File: src/rtl/dcache_dm_wb.sv
// Direct-mapped, write-back, write-allocate data cache with 4-word lines and a line-wide memory port.
// Optional hit/miss counters are enabled with `define DCACHE_STATS_EN.
module dcache_dm_wb #(
    parameter int INDEX_W = 3
) (
    input  logic         clk,
    input  logic         rst_n,
    input  logic         proc_read,
    input  logic         proc_write,
    input  logic [29:0]  proc_addr,
    input  logic [31:0]  proc_wdata,
    output logic [31:0]  proc_rdata,
    output logic         proc_stall,
    output logic         mem_read,
    output logic         mem_write,
    output logic [27:0]  mem_addr,
    output logic [127:0] mem_wdata,
    input  logic [127:0] mem_rdata,
    input  logic         mem_ready
`ifdef DCACHE_STATS_EN
    ,
    output logic [31:0]  hit_cnt,
    output logic [31:0]  miss_cnt
`endif
);
    localparam int LINES = 2 ** INDEX_W;
    localparam int TAG_W = 28 - INDEX_W;

    typedef enum logic [1:0] {IDLE, WRITEBACK, ALLOCATE} state_t;
    state_t state;

    logic [LINES-1:0] valid, dirty;
    logic [TAG_W-1:0] tags  [LINES];
    logic [127:0]     lines [LINES];

    logic [INDEX_W-1:0] idx;
    logic [TAG_W-1:0]   atag;
    logic [1:0]         off;
    logic               req, hit;

    assign idx  = proc_addr[INDEX_W+1:2];
    assign atag = proc_addr[29:INDEX_W+2];
    assign off  = proc_addr[1:0];
    assign req  = proc_read | proc_write;
    assign hit  = valid[idx] & (tags[idx] == atag);

    always_ff @(posedge clk) begin
        if (!rst_n) begin
            state     <= IDLE;
            valid     <= '0;
            dirty     <= '0;
            mem_read  <= 1'b0;
            mem_write <= 1'b0;
        end else begin
            case (state)
                IDLE: begin
                    if (req) begin
                        if (hit) begin
                            if (proc_write) begin
                                lines[idx][{off, 5'b0} +: 32] <= proc_wdata;
                                dirty[idx] <= 1'b1;
                            end
                        end else if (valid[idx] & dirty[idx]) begin
                            state     <= WRITEBACK;
                            mem_write <= 1'b1;
                        end else begin
                            state    <= ALLOCATE;
                            mem_read <= 1'b1;
                        end
                    end
                end
                WRITEBACK: begin
                    if (mem_ready) begin
                        state     <= ALLOCATE;
                        mem_write <= 1'b0;
                        mem_read  <= 1'b1;
                    end
                end
                ALLOCATE: begin
                    // The access itself completes in the following IDLE cycle as a hit.
                    if (mem_ready) begin
                        lines[idx] <= mem_rdata;
                        tags[idx]  <= atag;
                        valid[idx] <= 1'b1;
                        dirty[idx] <= 1'b0;
                        state      <= IDLE;
                        mem_read   <= 1'b0;
                    end
                end
                default: state <= IDLE;
            endcase
        end
    end

    always_comb begin
        proc_rdata = '0;
        if (state == IDLE && hit) proc_rdata = lines[idx][{off, 5'b0} +: 32];
    end

    assign proc_stall = rst_n & ((state != IDLE) | (req & ~hit));

    always_comb begin
        mem_addr  = '0;
        mem_wdata = '0;
        if (state == WRITEBACK) begin
            mem_addr  = {tags[idx], idx};
            mem_wdata = lines[idx];
        end else if (state == ALLOCATE) begin
            mem_addr = proc_addr[29:2];
        end
    end

`ifdef DCACHE_STATS_EN
    logic post_fill;

    always_ff @(posedge clk) begin
        if (!rst_n) begin
            post_fill <= 1'b0;
            hit_cnt   <= '0;
            miss_cnt  <= '0;
        end else begin
            post_fill <= (state == ALLOCATE) & mem_ready;
            if (state == IDLE && req) begin
                if (!hit)            miss_cnt <= miss_cnt + 32'd1;
                else if (!post_fill) hit_cnt  <= hit_cnt + 32'd1;
            end
        end
    end
`endif
endmodule

File: config.mk
export PLATFORM = sky130hd
export DESIGN_NAME = dcache_dm_wb
export DESIGN_NICKNAME = d
export VERILOG_FILES = /design/src/rtl/dcache_dm_wb.sv
export SDC_FILE = /design/constraint.sdc
export NUM_CORES = 1
export LEC_CHECK = 0
export BUFFER_PORTS_ARGS = -buffer_cell sky130_fd_sc_hd__buf_2
export CELL_PAD_IN_SITES_DETAIL_PLACEMENT = 1
export CELL_PAD_IN_SITES_GLOBAL_PLACEMENT = 1
export CORE_MARGIN = 2
export CORE_UTILIZATION = 46
export CTS_CLUSTER_SIZE = 40
export DETAILED_ROUTE_END_ITERATION = 10
export PLACE_DENSITY = 0.79
export SYNTH_ARGS = -nofsm -noshare
export SYNTH_HDL_FRONTEND = slang
export SYNTH_SLANG_ARGS = --single-unit
File: constraint.sdc
create_clock -name clk -period 4.2 [get_ports clk]
set_input_delay 0.63 -clock clk [delete_from_list [all_inputs] [get_ports clk]]
set_output_delay 0.63 -clock clk [all_outputs]
set_load 0.02 [all_outputs]
==> results of run 1 <==
-- area by class of cell --
cell class	count	area [sq um]
Fill cell	9883	46500
Multi-Input combinational cell	1460	11900
Sequential cell	1244	37200
Tap cell	1403	1760
Timing Repair Buffer	676	5620
Clock buffer	146	3140
Antenna cell	12	30.0
Inverter	10	37.5
Clock inverter	84	792
-- cells by family (layout without fill, tap and decap cells) --
| family | after synthesis | in the layout |
|---|---|---|
| AO/OA/AOI/OAI | 752 | 752 |
| buffers and inverters | 214 | 916 |
| other | 0 | 12 |
| adder cells (fa/ha/maj) | 5 | 5 |
| XOR/XNOR | 14 | 14 |
| AND/OR/NAND/NOR | 483 | 483 |
| multiplexers | 206 | 206 |
| flip-flops | 1244 | 1244 |
-- metal layers --
metal / vias up / global-route usage [%]
met1: 17200 / 43.7
met2: 3266 / 53.8
met3: 783 / 11.2
li1: 13200 / -
met5: - / 0
met4: 20 / 26.1
-- cells in the final DEF, fill, tap and decap left out, types with 10 or more instances in the layout --
| cell type | netlist | routed |
|---|---|---|
| a22oi_1 | 314 | 313 |
| buf_4 | 8 | 209 |
| and3_1 | 46 | 45 |
| o21ai_0 | 37 | 36 |
| clkinv_2 | 0 | 25 |
| buf_2 | 58 | 350 |
| dfxtp_1 | 20 | 20 |
| a211oi_2 | 9 | 11 |
| clkinv_1 | 0 | 33 |
| clkbuf_16 | 0 | 122 |
| a21oi_1 | 65 | 65 |
| clkbuf_1 | 109 | 24 |
| buf_12 | 0 | 101 |
| a211oi_1 | 16 | 14 |
| a21o_1 | 10 | 10 |
| mux2i_1 | 103 | 101 |
| nand2_1 | 50 | 50 |
| diode_2 | 0 | 12 |
| a221oi_1 | 68 | 67 |
| and4_1 | 47 | 47 |
| nor2_4 | 0 | 44 |
| bufinv_16 | 0 | 12 |
| a22o_1 | 177 | 177 |
| mux2_2 | 33 | 33 |
| mux4_2 | 67 | 67 |
| edfxtp_1 | 1224 | 1224 |
| nor2_1 | 271 | 214 |
| nor2_2 | 0 | 13 |
-- final timing paths --
path                                                end  slack [ps]                   from  cells after the start
worst max-delay path                      proc_rdata[5]         -30   tags[3][8]$_DFFE_PP_                     11
worst min-delay path             mem_write$_SDFFE_PN0P_         160              mem_ready                      2
worst max register to register  lines[0][101]$_DFFE_PP_         660   tags[4][3]$_DFFE_PP_                     11
worst min register to register    valid[2]$_SDFFE_PN0P_         460  valid[2]$_SDFFE_PN0P_                      1
-- critical path: cells and delay by family (launching register included) --
family | cells | cell delay (ps)
simple gates | 6 | 1610
buf+inv | 3 | 510
flops | 1 | 320
compound gates | 1 | 300
mux | 1 | 80
-- timing repair --
action	CTS	global route
pin swaps	4	5
endpoints found under the setup margin	33	33
gates cloned	3	0
resized for setup	36	44
setup buffers	6	3
-- sequential cells by signal (all words and copies together) (netlist names), named ones only --
signal and cells:
mem_write 1, valid 8, mem_read 1, lines 1024
state 2, tags 200
-- where the power goes --
group / internal, mW / total [mW] / switching [mW]
Clock: 6.09 / 11.1 / 5.01
Combinational: 0.843 / 2.74 / 1.89
Sequential: 13.7 / 13.8 / 0.0323
-- per-stage QoR --
stage                     power [mW]  setup WS [ps]  cell area, sq um  TNS (ps)  utilization, %
after floorplan                 15.2           -314             49500   -311260               -
after global placement          16.5           -238             56000      -412            52.4
after detailed placement        16.6           -272             56000      -573            52.4
after CTS                       27.5           8.09             60200         0            56.3
after global routing            28.0          -59.0             60400      -779            56.5
final                           27.6          -25.9             60400     -46.5            56.5
==> results.yml, run 1 <==
status:
  outcome: "finished with violations"
  failed_checks: "setup timing"
final_layout:
  final_layout_size_suffix_gt1_share_pct: 29.3
  syn_to_final_growth_pct: 21.9
  fin_cells: 5035
  final_nets: 3713
timing:
  rsz0062_at_grt: "true"
  min_period_over_period_pct: 101
  fin_crit_ps: 4230
  hold_ws_ps: 164
  max-slew-margin-rel_pct: 44.6
  clock.fmax_mhz: 237
  setup_viol: 3
  finClkSkew_ps: 38.0
  hold_violations: 0
  fin_ws_ps: -25.9
  tightest_slew_ps: 828
  maxSlewViolCount: 0
floorplanning:
  fp.dieW_um: 332
  initial_utilization_pct: 46.3
  num_io_pins: 386
  dieArea_sq_um: 110000
  rows: 120
  core_sq_um: 107000
  die_h_um: 332
placed_design:
  dp_hpwl_um: 132000
  dp_cells: 4781
  place_congestion: 0.915
  io_buffers: 385
cts:
  ctsHoldBuffers: 0
  path_clk_slew_ps: 60
  clock_path_buffers: 3
  insertion_delay_ps: 770
  cts_root_buf: "clkbuf_16"
  h-tree-depth: 3
  cts_tree: "built"
  cts.sinks: 1244
  numCtsBuffers: 121
synthesis:
  yosys.area.top_type: "edfxtp_1"
  synth.avg_cell_area_sq_um: 17.0
  synth_ff_type: "edfxtp_1"
  synth_fa_ha_area_share_pct: 0.126
  synth_simple_gate_area_share_pct: 4.82
  ys_seq_elements: 1244
  seq_area_frac_synth_pct: 75.0
  synth-compound-area-share_pct: 11.8
  yosys_warnings: 0
  async_reset_ff_share_pct: 0
  synth_fp_nets: 3118
  synth.area.top_cells: "edfxtp_1 (74%), a22oi_1 (4.8%), a22o_1 (3.1%)"
  synth-edff-count: 1224
  ys_top_cells_by_count: "edfxtp_1 (1224), a22oi_1 (314), nor2_1 (271)"
  ys_types: 70
  synth_top_area_share_pct: 74.2
  muxShareOfSynthArea_pct: 5.96
  syn-instance-count: 2918
  synth_top_family_by_area: "compound AO/OA/AOI/OAI gates"
  syn_area_sq_um: 49500
  synth.most_common_cell: "edfxtp_1"
  synth_xor_area_share_pct: 0.247
detailed_routing:
  via_per_inst: 6.84
  drtIter0Drc: 5340
  dr_wl_met2_um: 88800
  top_layer: "met5"
  drcViolationCount: 0
  wl_per_cell_um: 39.8
  wl_met1_um: 66300
  vias: 34400
  drtPass1Iterations: 5
  wl_met3_um: 28000
  routed_wl_um: 200000
  ant_nets: 0
power:
  irDropWorstVdd_v: 0.000412
  leakage_nw: 20.4
  powerDensity_nw_per_um2: 457
worst_setup_path:
  worst_ep_required_time_ps: 3570
  crit_path_start_kind: "flip-flop"
  critPathCaptureType: "output pin"
  critPathKind: "flip-flop to output pin"
  cpPeakStageDelay_ps: 470
  cpMostUsedCell: "buf_12"
  path_cells: "mux2i_1 > a22o_1 > or3_4 > and2_4 > or4b_4 > and4b_2 > nand4_4 > buf_12 > buf_12 > nor2_4 > buf_6"
  crit_slowest_cell: "or4b_4"
  crit_fanout: 14
  critPathArrivalTime_ps: 3600
grt:
  grt.total_usage_pct: 35.8
  grt_pass1_vias: 35100
  grt_pass1_wl_um: 276000
  gr-total-overflow: 0
  grt_max_degree: 95
  antenna_found_initial: 24
hold_path:
  hp-class: "input pin to flip-flop"
job:
  maxCapViolations: 0
Power figures use the tool's default switching activity.
==> run 2, diff against run 1 <==
Settings changed: ABC_AREA from default to 1, CORE_UTILIZATION 46 to 45, PLACE_DENSITY 0.79 to 0.8, SKIP_LAST_GASP from default to 1.
==> run 2 against run 1 <==
  * The run now ends clean
  * Utilization shrank 2.2 points
  * Total power rose by 1.9%
  * Synthesized cell count grew 32%
  * Clock skew down 3.5 ps
  * Worst setup slack gained 100 ps
  * Area after synthesis up 1.7%
  * Register-to-register slack better by 110 ps
  * Count of clock-buffer cells in the layout grew 26
  * Via count rose by 9.9%
  * Largest cell class unchanged
  * Largest power group unchanged
==> results.yml, run 2 <==
detailed_routing:
  wl_met3_um: 26300
  drtPass1Iterations: 7
  via_per_inst: 6.38
  routed_wl_um: 199000
  top_layer: "met5"
  drtIter0Drc: 5488
  drcViolationCount: 0
  dr_wl_met2_um: 89900
  ant_nets: 0
  wl_met1_um: 67500
  wl_per_cell_um: 33.5
  vias: 37800
placed_design:
  dp_cells: 5673
  placed_area_sq_um: 55900
  preCtsSetupSlack_ps: -32.8
  io_buffers: 385
  dp_hpwl_um: 129000
  place_congestion: 0.890
hold_path:
  worstHoldStart: "mem_ready"
  hold_depth: 2
  hp-class: "input pin to flip-flop"
  min_to: "state[1]$_SDFFE_PN0P_"
worst_setup_path:
  reg2reg_slack_ps: 770
  critPathArrivalTime_ps: 3500
  r2r-start: "state[1]$_SDFFE_PN0P_"
  critPathCaptureType: "output pin"
  critPathKind: "input pin to output pin"
  crit_path_start_kind: "input pin"
  reg2reg_to: "lines[1][49]$_DFFE_PP_"
  crit_fanout: 67
  worst_ep_required_time_ps: 3570
  rr_worst_depth: 10
floorplanning:
  die_h_um: 339
  core_sq_um: 111000
  num_io_pins: 386
  rows: 122
  dieArea_sq_um: 115000
  initial_utilization_pct: 45.5
  fp.dieW_um: 339
grt:
  grt.total_usage_pct: 34.0
  antenna_found_initial: 22
  grt_max_degree: 98
  gr-total-overflow: 0
  grt_pass1_wl_um: 280000
  grt_pass1_vias: 38200
timing:
  tightest_slew_ps: 1230
  clock.fmax_mhz: 242
  fin_ws_ps: 74.9
  rsz0062_at_grt: "false"
  hold_violations: 0
  maxSlewViolCount: 0
  fin_crit_ps: 4130
  min_period_over_period_pct: 98.2
  setup_viol: 0
  max-slew-margin-rel_pct: 17.3
  setup_tns_ps: 0
  finClkSkew_ps: 34.5
synthesis:
  synth.most_common_cell: "edfxtp_1"
  synth_fp_nets: 4042
  ys_seq_elements: 1244
  synth_top_family_by_area: "compound AO/OA/AOI/OAI gates"
  ys_types: 37
  seq_area_frac_synth_pct: 73.7
  yosys_warnings: 0
  synth_fa_ha_area_share_pct: 0.124
  async_reset_ff_share_pct: 0
  synth.avg_cell_area_sq_um: 13.1
  synth_simple_gate_area_share_pct: 10.2
  ys_top_cells_by_count: "edfxtp_1 (1224), nand2_1 (627), inv_1 (334)"
  synth_ff_type: "edfxtp_1"
  syn-instance-count: 3842
  synth.area.top_cells: "edfxtp_1 (73%), nand2_1 (4.7%), a221oi_1 (2.9%)"
  synth-edff-count: 1224
  synth-compound-area-share_pct: 11.3
  syn_area_sq_um: 50400
  muxShareOfSynthArea_pct: 0
  yosys.area.top_type: "edfxtp_1"
  synth_top_area_share_pct: 72.9
  synth_xor_area_share_pct: 0.0347
power:
  irDropWorstVdd_v: 0.000358
  seq_power_share_pct: 49.4
  p_int_mw: 20.9
  power_frac_clock_pct: 40.5
  switching_power_mw: 7.28
  powerDensity_nw_per_um2: 468
  p_comb_share_pct: 10.1
  leakage_nw: 21.9
  switching_share_pct: 25.9
final_layout:
  final_nets: 4519
  area.sequential_sq_um: 37200
  final_util_pct: 54.3
  fin_cells: 5926
  final_area_sq_um: 60100
  largest_register_ffs: 1024
  final_layout_size_suffix_gt1_share_pct: 19.1
  multi_input_area_sq_um: 11400
  fillCellCount: 11100
  regMostFlops: "lines"
  reg.largest.list: "lines x1024, tags x200, valid x8"
  syn_to_final_growth_pct: 19.3
  most-common-layout-cells: "edfxtp_1 (1224), nand2_1 (625), buf_2 (383)"
  final_common_cell: "edfxtp_1"
cts:
  numCtsBuffers: 132
  ctsHoldBuffers: 0
  cts.sinks: 1244
  clock_path_buffers: 3
  path_clk_slew_ps: 70
  post_cts_buffers: 0
  h-tree-depth: 4
  insertion_delay_ps: 760
  cts_root_buf: "clkbuf_16"
  cts_tree: "built"
status:
  outcome: "finished, final reports clean"
job:
  maxCapViolations: 0
## run 2: how the worst max path moves through the flow
| stage | startpoint | to | slack, ps | depth (start not counted) |
|---|---|---|---|---|
| after floorplan | proc_addr[2] | lines[1][0]$_DFFE_PP_ | -40 | 11 |
| after CTS | proc_addr[2] | proc_rdata[2] | -2 | 16 |
| after global placement | proc_addr[2] | proc_rdata[0] | 100 | 16 |
| final | proc_addr[2] | proc_rdata[1] | 70 | 17 |
| after detailed placement | proc_addr[2] | proc_rdata[0] | -30 | 16 |
| after global routing | proc_addr[2] | proc_rdata[2] | 30 | 16 |
## run 2: area by class of cell
type / count / share of cell area [%]
diodes: 15 / 0.0624
clock buffers: 172 / 5.90
well taps: 1488 / 3.10
flip-flops and latches: 1244 / 61.8
multi-input cells: 2019 / 19.0
clock inverters: 66 / 1.01
repair buffers: 582 / 7.02
inverters: 340 / 2.15
## run 2: power by group through the flow
stage / combinational (mW) / clock, mW / sequential [mW]
4_1_cts: 2.75 / 11.4 / 13.9
6_report: 2.85 / 11.4 / 13.9
3_3_place_gp: 2.63 / 0 / 14.2
2_1_floorplan: 1.29 / 0 / 14.2
5_1_grt: 2.92 / 11.8 / 13.9
3_5_place_dp: 2.72 / 0 / 14.2
## run 2: what timing repair did
action                                  CTS  global route
pin swaps                                 0             0
gates cloned                              0             0
gates resized for setup                   1             1
endpoints found under the setup margin    1            19
## run 2: cell families after synthesis
family | Yosys count
flip-flops | 1244
AND/OR/NAND/NOR | 1206
AO/OA/AOI/OAI | 806
buffers and inverters | 579
adder cells (fa/ha/maj) | 5
XOR/XNOR | 2
## run 2: worst max-delay path: stages
cell	delay (ps)
buf_4	100
buf_12	270
buf_12	240
nand2_1	80
nand3_1	100
nand2_1	100
nor2_1	180
nor2_1	90
nor2_2	290
nand2_1	110
nor2_1	120
nand2_1	120
nor2_4	160
nand2_4	200
buf_12	240
a21oi_1	210
buf_2	210
## run 2: layer usage
metal	global-route usage, %	vias to the layer above
li1	-	15200
met1	42.6	19000
met2	52.4	2935
met3	9.07	643
met4	22.0	18
met5	0	-
## run 2: per-stage QoR
| stage | hold WS (ps) | total power, mW |
|---|---|---|
| floorplan | 425 | 15.4 |
| global placement | 436 | 16.8 |
| detailed placement | 449 | 16.9 |
| CTS | 58.5 | 28.0 |
| global route | 79.4 | 28.6 |
| finish | 83.9 | 28.1 |
